$ cat config.mk
export PLATFORM = sky130hd
export DESIGN_NAME = wu_fetch
export DESIGN_NICKNAME = d
export VERILOG_FILES = /design/src/rtl/wu_fetch.sv
export SDC_FILE = /design/constraint.sdc
export NUM_CORES = 1
export LEC_CHECK = 0
export CAP_MARGIN = 20
export CORE_UTILIZATION = 55
export DETAILED_ROUTE_END_ITERATION = 6
export PLACE_DENSITY = 0.9
export SYNTH_ARGS = -nofsm -noshare
export SYNTH_HDL_FRONTEND = slang
export SYNTH_SLANG_ARGS = --single-unit
export TNS_END_PERCENT = 50
$ cat constraint.sdc
create_clock -name clk -period 8.4 [get_ports clk]
set_input_delay 1.68 -clock clk [delete_from_list [all_inputs] [get_ports clk]]
set_output_delay 1.68 -clock clk [all_outputs]
set_load 0.1 [all_outputs]
$ cat src/rtl/wu_fetch.sv
`default_nettype none
// ============================================================================
//  Module   : wu_fetch
//  Purpose  : Work-unit instruction fetch stage. Issues one WU memory line
//             read per cycle from a system-supplied start address, throttled
//             by credits owned by the downstream WU decode buffer. Every read
//             already issued is guaranteed a decode-buffer slot.
//  Revision : 1.0  initial release
// ----------------------------------------------------------------------------
//  Ports
//    clk                   in   rising-edge clock
//    reset_poweron         in   asynchronous, active-high reset
//    sys__wuf__start       in   pulse: begin fetching at sys__wuf__start_addr
//    sys__wuf__start_addr  in   first line to fetch (sampled with start)
//    wud__wuf__release     in   pulse: decode freed one entry (one credit)
//    wud__wuf__stop        in   pulse: decode saw end of program
//    wuf__wum__read        out  registered read strobe to WU memory
//    wuf__wum__addr        out  registered read address (valid with read)
//    wuf__sys__busy        out  high while fetch is running or stalled
//    wuf__sys__count       out  reads issued since last start (wraps)
//    wuf__sys__credit_err  out  sticky: release arrived with credits full
// ============================================================================
module wu_fetch #(
    parameter int ADDR_WIDTH = 10,
    parameter int MEM_DEPTH  = 1024,
    parameter int CREDITS    = 4,
    parameter int CNT_WIDTH  = 16
) (
    input  logic                  clk,
    input  logic                  reset_poweron,
    input  logic                  sys__wuf__start,
    input  logic [ADDR_WIDTH-1:0] sys__wuf__start_addr,
    input  logic                  wud__wuf__release,
    input  logic                  wud__wuf__stop,
    output logic                  wuf__wum__read,
    output logic [ADDR_WIDTH-1:0] wuf__wum__addr,
    output logic                  wuf__sys__busy,
    output logic [CNT_WIDTH-1:0]  wuf__sys__count,
    output logic                  wuf__sys__credit_err
);

    localparam int                    CRED_W       = $clog2(CREDITS + 1);
    localparam logic [CRED_W-1:0]     CREDITS_FULL = CRED_W'(CREDITS);
    localparam logic [ADDR_WIDTH-1:0] ADDR_LAST    = ADDR_WIDTH'(MEM_DEPTH - 1);

    typedef enum logic [1:0] {
        ST_IDLE  = 2'd0,
        ST_RUN   = 2'd1,
        ST_STALL = 2'd2
    } state_t;

    state_t                 state_q,     state_d;
    logic [CRED_W-1:0]      credits_q,   credits_d;
    logic                   read_q,      read_d;
    logic [ADDR_WIDTH-1:0]  addr_q,      addr_d;
    logic [ADDR_WIDTH-1:0]  next_addr_q, next_addr_d;
    logic [CNT_WIDTH-1:0]   count_q,     count_d;
    logic                   busy_q,      busy_d;
    logic                   err_q,       err_d;

    logic                   credit_overflow;
    logic [ADDR_WIDTH-1:0]  base_addr;

    always_comb begin
        credit_overflow = 1'b0;
        credits_d       = credits_q;
        err_d           = err_q;
        state_d         = state_q;
        read_d          = 1'b0;
        base_addr       = next_addr_q;
        addr_d          = addr_q;
        next_addr_d     = next_addr_q;
        count_d         = count_q;
        busy_d          = 1'b0;

        // The read currently on the strobe consumes a credit; a release
        // returns one. A release into a full pool is an error and is dropped.
        credit_overflow = wud__wuf__release && (credits_q == CREDITS_FULL) && !read_q;
        if (credit_overflow) begin
            credits_d = credits_q;
        end else begin
            credits_d = credits_q - CRED_W'(read_q) + CRED_W'(wud__wuf__release);
        end
        err_d = err_q | credit_overflow;

        // Start has priority over stop so a coincident pair restarts fetch.
        if (sys__wuf__start) begin
            state_d = (credits_d == '0) ? ST_STALL : ST_RUN;
        end else if (state_q != ST_IDLE) begin
            if (wud__wuf__stop) begin
                state_d = ST_IDLE;
            end else begin
                state_d = (credits_d == '0) ? ST_STALL : ST_RUN;
            end
        end

        read_d = (state_d == ST_RUN) && (credits_d != '0);
        busy_d = (state_d != ST_IDLE);

        // next_addr_q holds the line the next read will use, so a start that
        // lands on an empty credit pool still remembers its start address.
        base_addr = sys__wuf__start ? sys__wuf__start_addr : next_addr_q;
        if (read_d) begin
            addr_d      = base_addr;
            next_addr_d = (base_addr == ADDR_LAST) ? '0 : base_addr + 1'b1;
        end else begin
            next_addr_d = base_addr;
        end

        // The count includes the read being placed on the strobe this edge.
        count_d = (sys__wuf__start ? '0 : count_q) + CNT_WIDTH'(read_d);
    end

    always_ff @(posedge clk or posedge reset_poweron) begin
        if (reset_poweron) begin
            state_q     <= ST_IDLE;
            credits_q   <= CREDITS_FULL;
            read_q      <= 1'b0;
            addr_q      <= '0;
            next_addr_q <= '0;
            count_q     <= '0;
            busy_q      <= 1'b0;
            err_q       <= 1'b0;
        end else begin
            state_q     <= state_d;
            credits_q   <= credits_d;
            read_q      <= read_d;
            addr_q      <= addr_d;
            next_addr_q <= next_addr_d;
            count_q     <= count_d;
            busy_q      <= busy_d;
            err_q       <= err_d;
        end
    end

    assign wuf__wum__read       = read_q;
    assign wuf__wum__addr       = addr_q;
    assign wuf__sys__busy       = busy_q;
    assign wuf__sys__count      = count_q;
    assign wuf__sys__credit_err = err_q;

endmodule
`default_nettype wire

# == Yosys cells after proc, flatten, opt, wreduce, memory -nomap -nowiden ==
# Cells that the tools add are included.
# word_totals
mem_bits_rw,0
mem_count,0
mem_bits_ro,0
latchBits,0
reg_bits,44
wordCells,33
# op_classes
mul,0
bitwise_logic,1
n_shift,0
n_mux,9
reduce_logical,8
n_eq_ne,3
magnitude_cmp,0
div,0
addsub,4
# op_table
op,count
10-bit 2-to-1 mux,3
16-bit by 1-bit adder with 16-bit output,1
16-bit 2-to-1 mux,1
"10-bit by 1-bit adder with 10-bit output, second input constant",1
"10-bit equality test, second input constant",1
2-bit 2-to-1 mux,4
2-bit nonzero test,2
3-bit by 1-bit adder with 3-bit output,1
"3-bit equality test, second input constant",1
1-bit logical AND,3
3-bit logical NOT,1
3-bit 2-to-1 mux,1
3-bit nonzero test,1
3-bit by 1-bit subtractor with 3-bit output,1
"2-bit by 1-bit equality test with 1-bit output, second input constant",1
1-bit logical NOT,1
1-bit bitwise OR,1

# == Logic depth before layout (Yosys ltp) ==
# Gate-level depths: netlist of the first run.
# depth
depth_word,12
mapped_depth,18

# == Worst setup path before layout of the first run ==
# Ideal clock, no wire load.
# synth_path
kind,input-to-reg
startpoint,in wud__wuf__release
endpoint,"reg count_q[15], in the netlist wuf__sys__count[15]"
path_stages,14
setup_slack_ns,4.166
arrival_time_ns,4.155
required_ns,8.321
n_path_buf,1
cell_sequence,ha_1 -> fa_1 -> xnor2_1 -> nand2b_1 -> nand3_1 -> nand2_1 -> inv_2 -> buf_2 -> ha_1 -> nand3_1 -> nor2_2 -> nand4b_2 -> or3_1 -> a21oi_1
# synth_between
elab_chain_cells,11
word_cells_on_any_way,13
# synth_lines
item,line_no,text
"start, declared",33,"input logic wud__wuf__release,"
branches (longest 2 deep; another with 3-bit by 1-bit adder with 3-bit output),--,
3-bit 2-to-1 mux *,79,if (credit_overflow) begin
3-bit logical NOT,"88, 93",
2-bit 2-to-1 mux,"88, 93",
2-bit 2-to-1 mux,90,if (wud__wuf__stop) begin
2-bit 2-to-1 mux,89,end else if (state_q != ST_IDLE) begin
2-bit 2-to-1 mux,87,if (sys__wuf__start) begin
2-bit by 1-bit equality test with 1-bit output,97,read_d = (state_d == ST_RUN) && (credits_d != '0);
1-bit logical AND *,97,
net read_d,54,"logic read_q, read_d;"
16-bit by 1-bit adder with 16-bit output *,111,count_d = (sys__wuf__start ? '0 : count_q) + CNT_WIDTH'(read_d);
net count_d[15],57,"logic [CNT_WIDTH-1:0] count_q, count_d;"
"end signal, assigned",130,count_q <= count_d;
"end, declared",57,
# Mark *: on every way through the listed nets, which the timed path passes.
# A chain may end at the register's enable or synchronous reset.

# == Final worst setup path of the first run ==
# layout_path
startpoint,in wud__wuf__release
endpoint,"reg count_q[15], in the netlist wuf__sys__count[15]"
# layout_between
elab_chain_cells,11
word_cells_on_any_way,13
# layout_lines
item,line_no
branches (longest 2 deep; another with 3-bit by 1-bit adder with 3-bit output),--
3-bit 2-to-1 mux *,79
3-bit logical NOT,"88, 93"
2-bit 2-to-1 mux,"88, 93"
2-bit 2-to-1 mux,90
2-bit 2-to-1 mux,89
2-bit 2-to-1 mux,87
2-bit by 1-bit equality test with 1-bit output,97
1-bit logical AND *,97
16-bit by 1-bit adder with 16-bit output *,111
net count_d[15],57
# Marked as above.

==> out/summary.txt, run 1 <==
Worst path max stage delay - 0.44 ns
Vias - 1,703
crit path DAT - 5.12 ns
# hold bufs at CTS - 0
vias in the first global route - 1,703
Core Area - 3800 sq um
RSZ-0062 raised after global routing - no
CTS tree - yes
most instantiated cells after synthesis - 43 x dfrtp_1, 25 x nand2_1, 21 x nor2_1, 15 x nand3_1, 11 x xor2_1
Ant. Diodes - 0
first-pass GRT wire length - 7280 um
Buffers on Ports - 43
final setup vio count - 0
num ports - 44
DIE AREA - 4360 sq um
clock slew at reported path FFs - 0.08 ns
FMAX - 204 MHz
post-synth cell types - 49
Hold/Removal Path Class - reg2reg
Rel. slew slack - 0.350
post-synthesis sequential area ratio - 0.489
post-synthesis cell count - 220
CTS buffer count - 5
htree depth - 2
area leader, netlist - dfrtp_1
DR WL/cell - 13.7 um
CTS root buffer - clkbuf_8
Residual DRC - 0
share of the synthesized area in the top cell type - 0.477
Die X - 66.0 um
Site Rows - 22
endpoints failing hold - 0
largest net degree at the start of global routing - 45
fin cells - 314
Synth area leaders - dfrtp_1 48%, xor2_1 4.3%, nand2_1 4.2%
pwr/cell area - 358 nW/um^2
syn avg cell area - 10.3 sq um
post-route antenna net violation count - 0
Post-Syn Area - 2260 sq um
Setup Skew - 0.0119 ns
Crit Path Max Fanout - 29
Critical Setup Path Class - in2reg
DRT Wirelength - 4300 um
Final Instance Area - 2810 sq um
Slew Viols, Final - 0
area grow syn2layout - 24.6%
layout cells sized above 1 - 0.105
post-DP HPWL - 3140 um
via/cell ratio - 5.42
Overflow after GRT - 0
DP Area - 2730 sq um
CP max stage cell - clkdlybuf4s50_1
Post-synth ARST share - 1.00
setup TNS - 0 ns
total track usage - 0.225
DRT iter0 DRCs - 144
postcts setup bufs - 0
CP Cell Sequence - clkdlybuf4s50_1 -> ha_1 -> fa_1 -> xnor2_1 -> o21ai_1 -> nand3_1 -> nand2_1 -> inv_2 -> ha_1 -> nand3_1 -> nor2_2 -> nand4b_2 -> or3_1 -> a21oi_1
DRT Pass-1 Iters - 4
Critical Path End Type - flip-flop
CP Launch Type - primary input
Worst Max-Slew Pin Slew - 0.973 ns
maximum vdd drop - 0.418 mV
RePlAce Congestion - 0.780
Yosys reg bits - 44
Post-synth EDFFs - 0
post_cts resized - 0
Initial Util - 0.594
DIE HEIGHT - 66.0 um
Synth Net Count - 241
top-count cell post-synth - dfrtp_1
initial antenna violation count - 0
clock sink count - 44
CTS Buffer Depth - 2
Tot Pwr - 1.01 mW
# placed instances - 306
Post-layout nets - 286
Worst-Skew Late Latency - 0.31 ns
Max Cap Viol - 0
Pleak - 1.21 nW
ys flop type - dfrtp_1
Ys Warns - 0
final period utilization - 0.582
WP data required - 8.63 ns
min Tclk post-route - 4.89 ns
run status - complete, no violations
-- cells in the final DEF (no fill, tap or decap), drive strengths merged, types with 9 or more instances in the layout --
master,instances
dfrtp,43
clkdlybuf4s50,43
nand2,26
nor2,22
nand3,16
xor2,11
a21oi,11
o21ai,11
inv,9
-- state kept, by name (all words and copies together), names as in the netlist --
register	flops
wuf__wum__read	1
state_q	2
credits_q	3
wuf__sys__credit_err	1
wuf__sys__busy	1
wuf__wum__addr	10
next_addr_q	10
wuf__sys__count	16
-- power breakdown --
group | leakage, nW | internal [mW] | switching, mW
logic | 0.619 | 0.148 | 0.417
registers | 0.547 | 0.276 | 0.0362
clock network | 0.0412 | 0.0581 | 0.0710
total | 1.21 | 0.482 | 0.525
-- layer usage --
layer	GRT usage	vias up	share of wire
met5	0	-	0
met4	0.0931	0	0.014
met3	0.0638	7	0.041
met2	0.399	48	0.51
met1	0.251	812	0.44
li1	-	836	-
-- critical path, delay by kind of cell --
kind                       cells  cell delay, ns
and+or+nand+nor                6            1.19
AOI/OAI and AO/OA              2            0.27
adders and majority gates      3            0.88
buffers and inverters          2            0.87
xor gates and xnor gates       1            0.21
-- path summary, 6_finish.rpt --
check                                               startpoint  cells past startpoint  slack, ns                        endpoint
worst max-delay path                         wud__wuf__release                     14       3.51   wuf__sys__count[15]$_DFF_PP0_
worst min-delay path            wuf__sys__credit_err$_DFF_PP0_                      1       0.48  wuf__sys__credit_err$_DFF_PP0_
worst max register to register        wuf__wum__read$_DFF_PP0_                     15       4.64   wuf__sys__count[15]$_DFF_PP0_
worst min register to register  wuf__sys__credit_err$_DFF_PP0_                      1       0.48  wuf__sys__credit_err$_DFF_PP0_
max in group asynchronous                        reset_poweron                      3       6.22   wuf__wum__addr[5]$_DFFE_PP0N_
min in group asynchronous                        reset_poweron                      3       1.81   wuf__sys__count[14]$_DFF_PP0_
-- metrics by stage --
stage / util / hold WS, ns / setup slack (ns)
2_1_floorplan: - / 0.474 / 4.17
3_3_place_gp: 0.717 / 0.456 / 3.37
3_5_place_dp: 0.717 / 0.463 / 3.22
4_1_cts: 0.740 / 0.482 / 3.53
5_1_grt: 0.740 / 0.505 / 3.23
6_report: 0.740 / 0.481 / 3.51
-- kinds of logic (layout without fill, tap and decap cells) --
logic type	Yosys count	in the layout	share of synthesized area
DFF	44	44	0.489
and+or+nand+nor	95	95	0.231
muxes	8	8	0.0361
adders and majority gates	6	6	0.0366
buffers and inverters	17	63	0.0327
xor gates and xnor gates	17	17	0.0660
AOI/OAI and AO/OA	33	33	0.109
-- area by class of cell --
class                           instances  area (sq um)
Multi-Input combinational cell        159          1080
Sequential cell                        44          1100
Tap cell                               48          60.1
Fill cell                             273           988
Clock inverter                          2          12.5
Inverter                               10          37.5
Clock buffer                            6          72.6
Timing Repair Buffer                   45           445
No activity file was read; power rests on OpenSTA's default activity.
==> run 2, diff against run 1 <==
--- a/config.mk
+++ b/config.mk
@@ -6,9 +6,9 @@
 export NUM_CORES = 1
 export LEC_CHECK = 0
 export CAP_MARGIN = 20
-export CORE_UTILIZATION = 55
+export CORE_UTILIZATION = 46
 export DETAILED_ROUTE_END_ITERATION = 6
-export PLACE_DENSITY = 0.9
+export PLACE_DENSITY = 0.81
 export SYNTH_ARGS = -nofsm -noshare
 export SYNTH_HDL_FRONTEND = slang
 export SYNTH_SLANG_ARGS = --single-unit
==> constraint.sdc (replaced) <==
create_clock -name clk -period 4.24 [get_ports clk]
set_input_delay 0.848 -clock clk [delete_from_list [all_inputs] [get_ports clk]]
set_output_delay 0.848 -clock clk [all_outputs]
set_load 0.1 [all_outputs]
==> run 2 against run 1 <==
Final cell count rose by 7.0%. Worst setup slack got worse by 2.6 ns. Non-clock buffer count rose by 3. Design area rose by 2.4%. Clock skew fell by 0.0034 ns. Global-route usage fell by 3.9 points. Critical path depth did not move. Total power rose by 110%. Flip-flop and latch count did not move. Sequential power rose by 97%. Clock-buffer cell count did not move. Wire length rose by 2.4%. Critical path type unchanged. Highest routed layer unchanged.
==> out/summary.txt, run 2 (synthesis results as in run 1) <==
run status - complete, no violations
Setup Skew - 0.00850 ns (-0.00344 ns)
DIE AREA - 5190 sq um (+19%)
layout cells sized above 1 - 0.115 (+0.00998)
# placed instances - 328 (+7.2%)
Overflow after GRT - 0 (unchanged)
final period utilization - 0.796
Ant. Diodes - 0 (unchanged)
CTS buffer count - 5 (unchanged)
Crit Path Max Fanout - 4 (-86%)
num ports - 44 (unchanged)
Worst-Skew Late Latency - 0.29 ns (-0.02 ns)
Initial Util - 0.478 (-0.116)
busiest layer in global routing - met2
Core Area - 4720 sq um (+24%)
met2 Use GR - 0.320 (-0.0795)
r2r endpoint - wuf__sys__count[15]$_DFF_PP0_
FMAX - 296 MHz
flop2flop setup slack - 1.17 ns (-3.47 ns)
Rel. slew slack - 0.346 (-0.00312)
post_cts resized - 0 (unchanged)
Slew Viols, Final - 0 (unchanged)
first-pass GRT wire length - 7490 um (+2.8%)
Residual DRC - 0 (unchanged)
post-route antenna net violation count - 0 (unchanged)
Setup crit start - wud__wuf__release
htree depth - 2 (unchanged)
via/cell ratio - 5.09 (-6.1%)
largest net degree at the start of global routing - 45 (unchanged)
Post-layout nets - 289 (+1.0%)
Hold/Removal Path Class - reg2reg
WP data required - 4.45 ns (-4.18 ns)
max FFs per register - 16 (unchanged)
Worst Slack Setup Final - 0.863 ns (-2.65 ns)
HP Start - wuf__sys__credit_err$_DFF_PP0_
CTS tree - yes
fin cells - 336 (+7.0%)
endpoints failing hold - 0 (unchanged)
Critical Path End Type - flip-flop
Pleak - 1.24 nW (+2.7%)
CTS Buffer Depth - 2 (unchanged)
worst hold path depth - 1 (unchanged)
pwr/cell area - 719 nW/um^2 (+100%)
initial antenna violation count - 0 (unchanged)
DRT Pass-1 Iters - 4 (unchanged)
Vias - 1,711 (+0.47%)
Reg-to-Reg Start - wuf__wum__read$_DFF_PP0_
routing usage on met3 - 0.0292 (-0.0346)
CTS root buffer - clkbuf_8
final setup vio count - 0 (unchanged)
maximum vdd drop - 0.476 mV (+14%)
RePlAce Congestion - 0.793 (+1.6%)
min Tclk post-route - 3.38 ns
Critical Setup Path Class - in2reg
Die X - 72.0 um (+9.1%)
Site Rows - 25 (+14%)
DRT iter0 DRCs - 43 (-70%)
crit path DAT - 3.59 ns (-1.53 ns)
worst hold endpoint - wuf__sys__credit_err$_DFF_PP0_
# hold bufs at CTS - 0 (unchanged)
RSZ-0062 raised after global routing - no
post-placement setup slack - 0.539 ns (-2.68 ns)
setup TNS - 0 ns (unchanged)
CP Launch Type - primary input
Worst Max-Slew Pin Slew - 0.977 ns (+0.00467 ns)
Max Cap Viol - 0 (unchanged)
met1 Use GR - 0.238 (-0.0128)
vias in the first global route - 1,654 (-2.9%)
DRT Wirelength - 4410 um (+2.4%)
total track usage - 0.186 (-0.0388)
DIE HEIGHT - 72.0 um (+9.1%)
Buffers on Ports - 43 (unchanged)
post-DP HPWL - 3220 um (+2.5%)
area grow syn2layout - 27.6%
postcts setup bufs - 0 (unchanged)
most frequent cells in the layout - 43 x dfrtp_1, 43 x clkdlybuf4s50_1, 25 x nand2_1
clock sink count - 44 (unchanged)
DR WL/cell - 13.1 um (-4.3%)
clock slew at reported path FFs - 0.08 ns (about the same)
R2R depth - 15 (unchanged)
run 2: cell types whose count changed in the layout (fill, tap and decap cells not counted), sizes merged:
cell      change
clkinv        -1
inv           +1
bufinv        +1
buf           +3
clkinvlp      -1
run 2: final cells by class:
| cell class | count | area, sq um |
|---|---|---|
| Clock buffer | 6 | 72.6 |
| Fill cell | 403 | 1840 |
| Clock inverter | 2 | 35.0 |
| Inverter | 10 | 37.5 |
| Multi-Input combinational cell | 159 | 1080 |
| Tap cell | 67 | 83.8 |
| Sequential cell | 44 | 1100 |
| Timing Repair Buffer | 48 | 468 |
run 2: worst max path at each step:
stage                                          endpoint  slack, ns
after detailed placement  wuf__sys__count[15]$_DFF_PP0_       0.54
final                     wuf__sys__count[15]$_DFF_PP0_       0.86
after floorplan           wuf__sys__count[15]$_DFF_PP0_       0.48
after global routing      wuf__sys__count[12]$_DFF_PP0_       0.61
after global placement    wuf__sys__count[15]$_DFF_PP0_       0.64
after CTS                 wuf__sys__count[15]$_DFF_PP0_       0.84
run 2: power breakdown:
| group | internal, mW | switching, mW |
|---|---|---|
| Sequential | 0.547 | 0.0691 |
| Clock | 0.175 | 0.139 |
| Combinational | 0.311 | 0.828 |
run 2: worst max-delay path, cell delays in order:
cell and delay, ns:
clkdlybuf4s50_1 0.43, ha_1 0.22, fa_1 0.37, xnor2_1 0.14, nand2b_1 0.16, nand3_1 0.11
nand2_1 0.09, inv_2 0.07, ha_1 0.19, nand3_1 0.11, nor2_2 0.19, nand4b_2 0.17
or3_1 0.33, a21oi_1 0.17
run 2: stage by stage:
stage,hold slack [ns],area [sq um],power [mW],util
2_1_floorplan,0.474,2260,1.50,-
3_3_place_gp,0.456,2770,1.75,0.587
3_5_place_dp,0.460,2770,1.77,0.587
4_1_cts,0.478,2880,2.09,0.610
5_1_grt,0.504,2880,2.18,0.610
6_report,0.468,2880,2.07,0.610
run 2: routing by layer:
layer / share of wire / up-vias
met5: 0 / -
met4: 0.016 / 0
met3: 0.033 / 9
met2: 0.50 / 42
met1: 0.45 / 823
li1: - / 837
==> edit, RTL diff (settings of run 2) <==
The 3 states of `state_t` get a one-hot encoding in 3 bits.
--- a/src/rtl/wu_fetch.sv
+++ b/src/rtl/wu_fetch.sv
@@ -45,6 +45,6 @@
 
-    typedef enum logic [1:0] {
-        ST_IDLE  = 2'd0,
-        ST_RUN   = 2'd1,
-        ST_STALL = 2'd2
+    typedef enum logic [2:0] {
+        ST_IDLE  = 3'b001,
+        ST_RUN   = 3'b010,
+        ST_STALL = 3'b100
     } state_t;
Check against the original RTL: no difference found for any inputs over 10 cycles, from zero or initial values and one cycle with reset_poweron high; not proved beyond that.
==> edit against run 2 <==
The flow now finishes with violations (design-rule violations); largest power group unchanged; power increased by 3.7%; register-to-register slack got worse by 0.33 ns; clock power grew 21%; synthesized area fell by 2.3%; critical endpoint unchanged; design area down 2.8%; utilization is 1.6 points higher; largest cell class unchanged; critical path depth stayed put; wire length down 5.4%; worst setup slack worse by 0.31 ns; non-clock buffer count down 3; combinational power about the same; sequential cell count is 1 higher.
==> edit: results (changes against run 2) <==
* Post-synth top cells: dfrtp_1 (43), nor2_1 (22), a21oi_1 (16)
* Final Skew at 0.00891 ns (+0.000410 ns)
* Failing checks: design-rule violations
* Post-DRT Antenna Nets at 0 (unchanged)
* Met3 wire len at 201 um (+37%)
* VDD IR-drop max at 468 uV (-1.7%)
* 1st-pass router iterations at 6 (+2)
* HPWL after DPL at 2900 um (-9.8%)
* M1 WL at 1940 um (-3.3%)
* DRC Markers at 4 (+4)
* Worst r2r dst: wuf__sys__count[15]$_DFF_PP0_
* DRT iter0 DRCs at 82 (+91%)
* Most area-consuming cells after synthesis: dfrtp_1 (49%), mux2i_1 (4.1%), nor2_1 (3.7%)
* First-pass GRT wire length at 7320 um (-2.2%)
* Hold Startpoint: wuf__sys__credit_err$_DFF_PP0_
* Wire length per cell at 13.2 um (+0.93%)
* Syn Nets at 239 (-0.83%)
* Ys flop type: dfrtp_1
* CP Max Fanout at 33 (+29)
* Share of cells above drive strength 1 at 6.84% (-4.7 points)
* Sequential area share after synthesis at 51.2% (+2.4 points)
* Arr. time, crit path at 3.87 ns (+0.28 ns)
* Initial antenna violation count at 0 (unchanged)
* R2R setup slack at 0.84 ns (-0.33 ns)
* Post-CTS Setup Inserts at 0 (unchanged)
* Largest net degree at the start of global routing at 46 (+2.2%)
* Final Net Count at 283 (-2.1%)
* N_diodes at 0 (unchanged)
* Met2 usage at 30.5% (-1.5 points)
* Synth Area in XOR/XNOR at 5.96% (-0.64 points)
* Mux cell area share after synthesis at 4.09% (+0.48 points)
* Outcome: complete, but fails checks
* Vias/cell at 5.31 (+4.4%)
* Synth Area in Compound Gates at 9.31% (-1.6 points)
* Global Route Usage Sum at 18.5% (-0.14 points)
* Vias in the first global route at 1595 (-3.6%)
* Port bufs at 43 (unchanged)
* Met3 GRT Util at 4.36% (+1.4 points)
* Adder-cell area share of the yosys netlist at 3.75% (+0.087 points)
* Leakage at 1.19 nW (-4.3%)
* P per Cell Area at 767 nW/um^2 (+6.7%)
* WL met2 at 1960 um (-10%)
* Yosys warns at 0 (unchanged)
* P_clk at 0.381 mW (+21%)
* Worst skew pair latency at 0.30 ns
* Unique masters post-synth at 42 (-14%)
* CTS H-tree depth at 2 (unchanged)
* Hold slack at 0.476 ns (+0.00809 ns)
* Met1 Use GR at 24.0% (+0.18 points)
* Net load switching power at 1.04 mW (+0.37%)
* Worst-Margin Slew at 0.972 ns (-0.00489 ns)
* GP Congestion at 0.813 (+2.6%)
[edit: how the worst max path moves through the flow]
| stage | slack, ns | start | end | cells past startpoint |
|---|---|---|---|---|
| after floorplan | 0.53 | wuf__wum__read$_DFF_PP0_ | wuf__sys__count[15]$_DFF_PP0_ | 16 |
| after detailed placement | 0.27 | wud__wuf__release | wuf__sys__count[8]$_DFF_PP0_ | 13 |
| final | 0.55 | wud__wuf__release | wuf__sys__count[15]$_DFF_PP0_ | 14 |
| after global routing | 0.30 | wud__wuf__release | wuf__sys__count[15]$_DFF_PP0_ | 14 |
| after global placement | 0.37 | wud__wuf__release | wuf__sys__count[15]$_DFF_PP0_ | 14 |
| after CTS | 0.55 | wud__wuf__release | wuf__sys__count[15]$_DFF_PP0_ | 14 |
[edit: worst max-delay path, stage by stage]
cell and delay [ns]:
clkdlybuf4s50_1 0.43, ha_1 0.22, fa_1 0.37, nor2b_1 0.15, a211o_1 0.29, nand3_2 0.10, nand2_4 0.09, inv_4 0.25
ha_1 0.24, and3_1 0.26, nand3_1 0.15, nor3_1 0.26, xnor2_1 0.15, nor2_1 0.05
[edit: per-stage QoR]
stage,util (%),cell area [sq um],worst slack (ns),cells
3_5_place_dp,59.5,2660,0.269,307
2_1_floorplan,-,2200,0.533,218
4_1_cts,62.5,2800,0.547,315
3_3_place_gp,59.5,2660,0.370,307
6_report,62.5,2800,0.552,315
5_1_grt,62.5,2800,0.303,315
[edit: final cells by class]
cell class / instances / area (sq um)
Clock buffer: 5 / 68.8
Clock inverter: 3 / 65.1
Fill cell: 372 / 1680
Inverter: 13 / 51.3
Multi-Input combinational cell: 152 / 973
Sequential cell: 45 / 1130
Tap cell: 52 / 65.1
Timing Repair Buffer: 45 / 445
